===== src/rtl/m65c02_pfx_ctrl.sv =====
// M65C02A prefix sequencer: accumulates OAX/OAY/OSY prefix chains, applies the
// resulting register overrides to exactly one target instruction, and holds
// off interrupts while a chain or its target is in flight.
module m65c02_pfx_ctrl #(
    parameter logic [7:0]  OAX_OP  = 8'hFB,
    parameter logic [7:0]  OAY_OP  = 8'hEB,
    parameter logic [7:0]  OSY_OP  = 8'h8B,
    parameter int unsigned MAX_PFX = 3
) (
    input  logic       Clk,
    input  logic       Rst,
    input  logic       Rdy,
    input  logic       Dec,
    input  logic [7:0] IR,
    input  logic       Done,
    input  logic       Flush,
    output logic       Pfx,
    output logic       OAX,
    output logic       OAY,
    output logic       OSY,
    output logic       IntInh,
    output logic [1:0] PfxCnt,
    output logic       PfxErr
);

    localparam int unsigned CNT_W   = 2;
    localparam logic [CNT_W-1:0] MAX_CNT = CNT_W'(MAX_PFX);

    typedef enum logic [1:0] {
        ST_IDLE = 2'd0,
        ST_PFX  = 2'd1,
        ST_ACT  = 2'd2
    } state_t;

    state_t           state, state_nxt;
    logic             p_oax, p_oay, p_osy;
    logic             p_oax_nxt, p_oay_nxt, p_osy_nxt;
    logic             oax_nxt, oay_nxt, osy_nxt;
    logic [CNT_W-1:0] cnt_nxt;
    logic             err_nxt;
    logic             take;

    // Prefix opcode detect; the core uses this to suppress normal execution
    assign Pfx = Dec & ((IR == OAX_OP) | (IR == OAY_OP) | (IR == OSY_OP));

    // State, pending and active override registers
    always_ff @(posedge Clk or posedge Rst) begin
        if (Rst) begin
            state  <= ST_IDLE;
            p_oax  <= 1'b0;
            p_oay  <= 1'b0;
            p_osy  <= 1'b0;
            OAX    <= 1'b0;
            OAY    <= 1'b0;
            OSY    <= 1'b0;
            PfxCnt <= '0;
            PfxErr <= 1'b0;
            IntInh <= 1'b0;
        end else begin
            state  <= state_nxt;
            p_oax  <= p_oax_nxt;
            p_oay  <= p_oay_nxt;
            p_osy  <= p_osy_nxt;
            OAX    <= oax_nxt;
            OAY    <= oay_nxt;
            OSY    <= osy_nxt;
            PfxCnt <= cnt_nxt;
            PfxErr <= err_nxt;
            IntInh <= (state_nxt != ST_IDLE);
        end
    end

    // Next-state: chain accumulation, target hand-off, release on Done
    always_comb begin
        state_nxt = state;
        p_oax_nxt = p_oax;
        p_oay_nxt = p_oay;
        p_osy_nxt = p_osy;
        oax_nxt   = OAX;
        oay_nxt   = OAY;
        osy_nxt   = OSY;
        cnt_nxt   = PfxCnt;
        err_nxt   = 1'b0;
        take      = 1'b0;

        if (Flush) begin
            state_nxt = ST_IDLE;
            p_oax_nxt = 1'b0;
            p_oay_nxt = 1'b0;
            p_osy_nxt = 1'b0;
            oax_nxt   = 1'b0;
            oay_nxt   = 1'b0;
            osy_nxt   = 1'b0;
            cnt_nxt   = '0;
        end else if (Rdy) begin
            case (state)
                ST_IDLE: begin
                    take = Pfx;
                end
                ST_PFX: begin
                    if (Pfx) begin
                        if (PfxCnt < MAX_CNT) take = 1'b1;
                        else                  err_nxt = 1'b1;
                    end else if (Dec) begin
                        oax_nxt   = p_oax;
                        oay_nxt   = p_oay;
                        osy_nxt   = p_osy;
                        p_oax_nxt = 1'b0;
                        p_oay_nxt = 1'b0;
                        p_osy_nxt = 1'b0;
                        cnt_nxt   = '0;
                        state_nxt = ST_ACT;
                    end
                end
                ST_ACT: begin
                    // Pending bits and count are already clear here, so a
                    // back-to-back prefix starts a fresh chain from zero
                    if (Done) begin
                        oax_nxt   = 1'b0;
                        oay_nxt   = 1'b0;
                        osy_nxt   = 1'b0;
                        state_nxt = ST_IDLE;
                        take      = Pfx;
                    end
                end
                default: state_nxt = ST_IDLE;
            endcase

            // Accept a prefix: OAX/OAY are mutually exclusive, last one wins
            if (take) begin
                state_nxt = ST_PFX;
                cnt_nxt   = CNT_W'(cnt_nxt + CNT_W'(1));
                if (IR == OAX_OP) begin
                    p_oax_nxt = 1'b1;
                    p_oay_nxt = 1'b0;
                end
                if (IR == OAY_OP) begin
                    p_oay_nxt = 1'b1;
                    p_oax_nxt = 1'b0;
                end
                if (IR == OSY_OP) p_osy_nxt = 1'b1;
            end
        end
    end

endmodule


===== config.mk =====
export PLATFORM = sky130hd
export DESIGN_NAME = m65c02_pfx_ctrl
export DESIGN_NICKNAME = d
export VERILOG_FILES = /design/src/rtl/m65c02_pfx_ctrl.sv
export SDC_FILE = /design/constraint.sdc
export NUM_CORES = 1
export LEC_CHECK = 0
export ABC_CLOCK_PERIOD_IN_PS = 6300
export BUFFER_PORTS_ARGS = -buffer_cell sky130_fd_sc_hd__buf_2
export CAP_MARGIN = 20
export CELL_PAD_IN_SITES_DETAIL_PLACEMENT = 0
export CELL_PAD_IN_SITES_GLOBAL_PLACEMENT = 1
export CORE_ASPECT_RATIO = 1.1
export CORE_MARGIN = 3
export CORE_UTILIZATION = 40
export DETAILED_ROUTE_END_ITERATION = 16
export PLACE_DENSITY = 0.85
export SLEW_MARGIN = 20
export SYNTH_ARGS = -nofsm -noshare
export SYNTH_HDL_FRONTEND = slang
export SYNTH_SLANG_ARGS = --single-unit
export TNS_END_PERCENT = 10

===== constraint.sdc =====
create_clock -name Clk -period 6.3 [get_ports Clk]
set_input_delay 0.945 -clock Clk [delete_from_list [all_inputs] [get_ports Clk]]
set_output_delay 0.945 -clock Clk [all_outputs]
set_load 0.005 [all_outputs]

==> results.py, run 1 <==
metrics = {
    "status": {
        "status": "complete, no violations",
    },
    "flow_run": {
        "drv_cap": 0,
    },
    "critical_path": {
        "path_class": "in2out",
        "reg2regPathDepth": 7,
        "crit_path_top_delay_cell": "o2111ai_2",
        "worstSetupStartpoint": "IR[6]",
        "start_kind": "input pin",
        "critPathMostFrequentCell": "buf_2",
        "cp-end-kind": "primary output",
        "required_ps": 5350,
        "reg2reg_to": "p_oay",
        "critPathArrivalTime_ps": 1760,
        "worstPathCellList": "buf_2, and2_2, o2111ai_2, inv_1, buf_2",
        "max_stage_delay_ps": 280,
        "crit_path_max_fanout": 5,
        "endpoint": "Pfx",
        "reg2reg_slack_ps": 4040,
        "reg2reg_from": "state[0]",
    },
    "grt": {
        "first_global_vias": 687,
        "track_usage": 0.153,
        "grt_max_degree": 14,
        "grt_antenna_before_repair": 0,
        "overflow": 0,
        "grt_pass1_wl_mm": 3.00,
    },
    "clock_network": {
        "tritoncts": "built",
        "postCtsHoldBufs": 0,
        "clkLatencyLatePin_ps": 260,
        "cts_resized": 0,
        "cts_buffers": 3,
        "clock-root-buffer": "clkbuf_4",
        "cts_setup_buffers": 0,
        "cts_max_path_buffers": 2,
        "h-tree-depth": 1,
        "path_clk_slew_ps": 70,
        "cts.sinks": 12,
    },
    "sta": {
        "rsz0062_at_grt": "false",
        "fin_crit_ps": 2710,
        "max_freq_mhz": 369,
        "tns_ps": 0,
        "setup_viol": 0,
        "hold_viol_final": 0,
        "finClkSkew_ps": 1.86,
        "relSlewSlack": 0.695,
        "tightest_slew_ps": 457,
        "timing.final.crit_share": 0.430,
        "finalMaxSlewViolations": 0,
    },
    "routing": {
        "wl_mm": 1.75,
        "wl_per_cell_um": 12.9,
        "dr.pass1.iters": 4,
        "drt-initial-drc-count": 11,
        "viasPerCell": 5.35,
        "num_vias": 722,
        "postRouteAntennaNets": 0,
        "drc": 0,
    },
    "final_layout": {
        "finish.utilization": 0.518,
        "diodes": 0,
        "final_layout_size_suffix_gt1_frac": 0.343,
        "fillers": 191,
        "fin_nets": 128,
        "area_growth_pct": 19.2,
    },
    "synthesis": {
        "ys_ff_latch": 12,
        "synth_top_cell_by_area": "dfrtp_1",
        "synthTopCellsByArea": "dfrtp_1, ha_1, o21ai_0",
        "synth-edff-count": 0,
        "synth_area_um2": 800,
        "yosysUniqueCellTypes": 34,
        "synthArstFlopShare": 1.00,
        "yosysWarnings": 0,
        "synth_top_area_share": 0.376,
        "ys_seq_area_frac": 0.376,
        "ys_top_cells_by_count": "dfrtp_1, inv_1, o21ai_0",
        "synth_flop_cell": "dfrtp_1",
        "synth_nets": 104,
        "postSynthAreaPerCell_um2": 9.30,
        "yosysMostFrequentCell": "dfrtp_1",
        "netlist_instances": 86,
    },
    "floorplan": {
        "dieArea_um2": 2570,
        "rows": 16,
        "fp.dieH_um": 52.9,
        "io_pins": 22,
        "core-area_um2": 1840,
        "start_util": 0.434,
        "fp.dieW_um": 48.6,
    },
    "power": {
        "p_leak_nw": 0.428,
        "p_per_area_nw_per_um2": 154,
        "vdd_drop_max_uv": 60.5,
    },
    "placement": {
        "dpl.hpwl_mm": 1.39,
        "place_congestion": 0.809,
        "portBuffers": 21,
    },
    "min_path": {
        "hold_class": "reg2reg",
    },
}
## worst max-delay path: cells and delay by family
family	cells	cell delay, ps
buffers and inverters	3	330
AOI/OAI and AO/OA	1	280
and+or+nand+nor	1	210
## worst min path at each step
stage | from | endpoint | cells after the start
2_1_floorplan | p_osy | p_osy | 2
3_3_place_gp | p_oay | p_oay | 2
3_5_place_dp | p_osy | p_osy | 2
4_1_cts | p_osy | p_osy | 2
5_1_grt | OAY | OAY | 2
6_report | p_osy | p_osy | 2
## placed cells by master, fill, tap and decap left out, types with 2 or more instances in the layout
cell type	instances
buf_2	21
dfrtp_1	12
o21ai_0	7
inv_1	7
nand2_1	6
a21oi_1	5
nand3_1	4
ha_1	4
or4b_2	3
a31oi_1	3
nand3b_1	3
nor2_1	3
clkbuf_4	3
nand2b_1	2
or4b_1	2
or3_1	2
nor3_1	2
nand4_1	2
## final cells by class
class | count | area, µm² | area share
Multi-Input combinational cell | 65 | 465 | 0.488
Sequential cell | 12 | 300 | 0.315
Timing Repair Buffer | 21 | 105 | 0.110
Tap cell | 27 | 33.8 | 0.0354
Inverter | 7 | 26.3 | 0.0276
Clock buffer | 3 | 22.5 | 0.0236
## power breakdown
group | switching, mW | total (mW) | internal, mW
combinational | 0.0136 | 0.0229 | 0.00929
sequential | 0.00109 | 0.0792 | 0.0781
clock | 0.0230 | 0.0450 | 0.0220
## registers in the layout (all words and copies together), names as in the netlist
| name | cells |
|---|---|
| p_oay | 1 |
| p_oax | 1 |
| OSY | 1 |
| PfxCnt | 2 |
| OAX | 1 |
| PfxErr | 1 |
| p_osy | 1 |
| OAY | 1 |
| state | 2 |
| IntInh | 1 |
## metrics by stage
step / hold WS, ps / instance area [µm²] / power (mW) / setup slack (ps) / instances
final: 522 / 953 / 0.147 / 3590 / 135
after global routing: 566 / 953 / 0.158 / 3480 / 135
after CTS: 521 / 953 / 0.150 / 3590 / 135
after detailed placement: 504 / 931 / 0.104 / 3590 / 132
after global placement: 499 / 931 / 0.103 / 3600 / 132
after floorplan: 473 / 800 / 0.0943 / 3850 / 86
## logic make-up (layout without fill, tap and decap cells)
family	Yosys count	count (layout)	synth area share
flip-flops	12	12	0.376
AND/OR/NAND/NOR	37	37	0.305
buffers and inverters	9	31	0.0423
AO/OA/AOI/OAI	23	23	0.200
adder cells (fa/ha/maj)	4	4	0.0626
multiplexers	1	1	0.0141
## layer usage
layer | routed length (µm) | vias to the layer above | GRT usage | share of wire
li1 | - | 372 | - | -
met1 | 808 | 331 | 0.189 | 0.46
met2 | 849 | 17 | 0.262 | 0.49
met3 | 70 | 2 | 0.0254 | 0.040
met4 | 17 | 0 | 0.0711 | 0.0097
met5 | 0 | - | 0 | 0
(Power assumes the default switching activity.)
==> run 2, diff against run 1 <==
--- a/config.mk
+++ b/config.mk
@@ -5,16 +5,17 @@
 export SDC_FILE = /design/constraint.sdc
 export NUM_CORES = 1
 export LEC_CHECK = 0
-export ABC_CLOCK_PERIOD_IN_PS = 6300
+export ABC_AREA = 1
+export ABC_CLOCK_PERIOD_IN_PS = 2550
 export BUFFER_PORTS_ARGS = -buffer_cell sky130_fd_sc_hd__buf_2
 export CAP_MARGIN = 20
 export CELL_PAD_IN_SITES_DETAIL_PLACEMENT = 0
 export CELL_PAD_IN_SITES_GLOBAL_PLACEMENT = 1
 export CORE_ASPECT_RATIO = 1.1
 export CORE_MARGIN = 3
-export CORE_UTILIZATION = 40
+export CORE_UTILIZATION = 35
 export DETAILED_ROUTE_END_ITERATION = 16
-export PLACE_DENSITY = 0.85
+export PLACE_DENSITY = 0.8
 export SLEW_MARGIN = 20
 export SYNTH_ARGS = -nofsm -noshare
 export SYNTH_HDL_FRONTEND = slang
==> constraint.sdc (replaced) <==
create_clock -name Clk -period 2.55 [get_ports Clk]
set_input_delay 0.3825 -clock Clk [delete_from_list [all_inputs] [get_ports Clk]]
set_output_delay 0.3825 -clock Clk [all_outputs]
set_load 0.005 [all_outputs]
==> results.py, run 2 <==
metrics = {
    "sta": {
        "rsz0062_at_grt": "false",
        "fin_hold_ws_ps": 100,
        "tightest_slew_ps": 483,
        "relSlewSlack": 0.677,
        "timing.final.crit_share": 0.656,
        "fin_crit_ps": 1670,
        "finalMaxSlewViolations": 0,
        "setup_viol": 0,
        "finClkSkew_ps": 3.70,
        "tns_ps": 0,
        "hold_viol_final": 0,
        "max_freq_mhz": 598,
    },
    "power": {
        "p_leak_nw": 0.637,
        "finalPower_mw": 0.415,
        "vdd_drop_max_uv": 295,
        "p_per_area_nw_per_um2": 400,
    },
    "floorplan": {
        "fp.dieH_um": 58.0,
        "rows": 18,
        "fp.dieW_um": 53.3,
        "io_pins": 22,
        "start_util": 0.374,
        "dieArea_um2": 3090,
        "core-area_um2": 2300,
    },
    "grt": {
        "first_global_vias": 792,
        "track_usage": 0.144,
        "grt_antenna_before_repair": 0,
        "grt_max_degree": 13,
        "grt_pass1_wl_mm": 3.33,
        "overflow": 0,
    },
    "final_layout": {
        "area_growth_pct": 20.8,
        "diodes": 0,
        "fin_area_um2": 1040,
        "fillers": 254,
        "final_common_cell": "nand2_1",
        "instances_no_fill": 183,
        "final_layout_size_suffix_gt1_frac": 0.242,
        "fin_nets": 172,
        "largestRegisters": "PfxCnt (2), state (2)",
        "most-common-layout-cells": "nand2_1, inv_1, buf_2, dfrtp_1, nor2_1",
    },
    "clock_network": {
        "cts_setup_buffers": 0,
        "tritoncts": "built",
        "cts.sinks": 12,
        "cts_resized": 0,
        "h-tree-depth": 1,
        "path_clk_slew_ps": 80,
        "clkLatencyLatePin_ps": 280,
        "cts_buffers": 3,
        "postCtsHoldBufs": 0,
        "cts_max_path_buffers": 2,
        "clock-root-buffer": "clkbuf_4",
    },
    "routing": {
        "drc": 0,
        "wl_mm": 1.93,
        "viasPerCell": 4.54,
        "postRouteAntennaNets": 0,
        "num_vias": 830,
        "wl_per_cell_um": 10.6,
        "dr.pass1.iters": 4,
        "drt-initial-drc-count": 7,
    },
    "synthesis": {
        "synth_area_um2": 860,
        "netlist_instances": 128,
        "synthTopCellsByArea": "dfrtp_1, nand2_1, inv_1",
        "postSynthAreaPerCell_um2": 6.72,
        "synth_top_cell_by_area": "dfrtp_1",
        "yosysMostFrequentCell": "nand2_1",
        "synth_top_area_share": 0.349,
        "synthArstFlopShare": 1.00,
        "ys_ff_latch": 12,
        "synth_nets": 146,
        "synth_flop_cell": "dfrtp_1",
        "ys_top_cells_by_count": "nand2_1, inv_1, dfrtp_1, nor2_1, nand3_1",
        "synth-edff-count": 0,
        "yosysWarnings": 0,
        "yosysUniqueCellTypes": 17,
        "ys_seq_area_frac": 0.349,
    },
    "critical_path": {
        "path_class": "reg2reg",
        "required_ps": 2720,
        "start_kind": "flop",
        "reg2reg_to": "PfxCnt[0]",
        "reg2reg_slack_ps": 880,
        "crit_path_max_fanout": 5,
        "critPathArrivalTime_ps": 1850,
        "endpoint": "PfxCnt[0]",
        "reg2regPathDepth": 9,
        "worstSetupStartpoint": "state[0]",
        "reg2reg_from": "state[0]",
        "cp-end-kind": "flop",
    },
    "placement": {
        "placedCellCount": 179,
        "place_congestion": 0.818,
        "dpl.hpwl_mm": 1.58,
        "post_dp_cell_area_um2": 1000,
        "portBuffers": 21,
    },
    "min_path": {
        "hold_class": "in2async",
    },
    "flow_run": {
        "drv_cap": 0,
    },
    "status": {
        "status": "complete, no violations",
    },
}
[run 2: changes by cell type after synthesis, moves of 7 or more]
cell	previous run	this run
nand2_1	6	46
o21ai_0	7	0
nand3_1	4	11
nor2_1	3	12
inv_1	7	23
[run 2: worst min path at each step]
| stage | slack (ps) | cells past startpoint | to | startpoint |
|---|---|---|---|---|
| after floorplan | 250 | 1 | IntInh | Rst |
| after CTS | 110 | 2 | OSY | Rst |
| after detailed placement | 420 | 2 | OSY | Rst |
| after global routing | 130 | 2 | p_osy | Rst |
| after global placement | 410 | 2 | PfxCnt[0] | Rst |
| final | 100 | 2 | PfxErr | Rst |
[run 2: final cells by class]
class	instances	area, µm²	share of cell area
Timing Repair Buffer	21	105	0.101
Inverter	23	86.3	0.0831
Clock buffer	4	36.3	0.0349
Sequential cell	12	300	0.289
Tap cell	30	37.5	0.0361
Multi-Input combinational cell	93	473	0.455
[run 2: kinds of logic after synthesis]
kind of cell / share of synthesized area
adders and majority gates: 0.0582
and+or+nand+nor: 0.440
AOI/OAI and AO/OA: 0.0422
buffers and inverters: 0.100
xor gates and xnor gates: 0.0102
DFF: 0.349
[run 2: layer usage]
metal	routed length (µm)	GRT usage
met1	917	0.190
met2	898	0.233
met5	0	0
met3	103	0.0231
met4	14	0.0547
[run 2: critical path, stage by stage, from the launching register on]
cell and delay (ps):
dfrtp_1 410, inv_1 100, ha_1 250, nand2_1 100
nand2_1 60, o21bai_2 160, nand4_2 190, xor2_1 200
nand2_1 60, nand2_1 50
[run 2: where the power goes]
part           leakage (nW)  switching, mW  internal [mW]
clock network        0.0210         0.0708         0.0868
logic                 0.450         0.0402         0.0227
registers             0.166        0.00193          0.193
[run 2: per-stage QoR]
step / util / setup slack (ps)
2_1_floorplan: - / 1050
3_3_place_gp: 0.436 / 962
3_5_place_dp: 0.436 / 885
4_1_cts: 0.452 / 869
5_1_grt: 0.452 / 718
6_report: 0.452 / 878
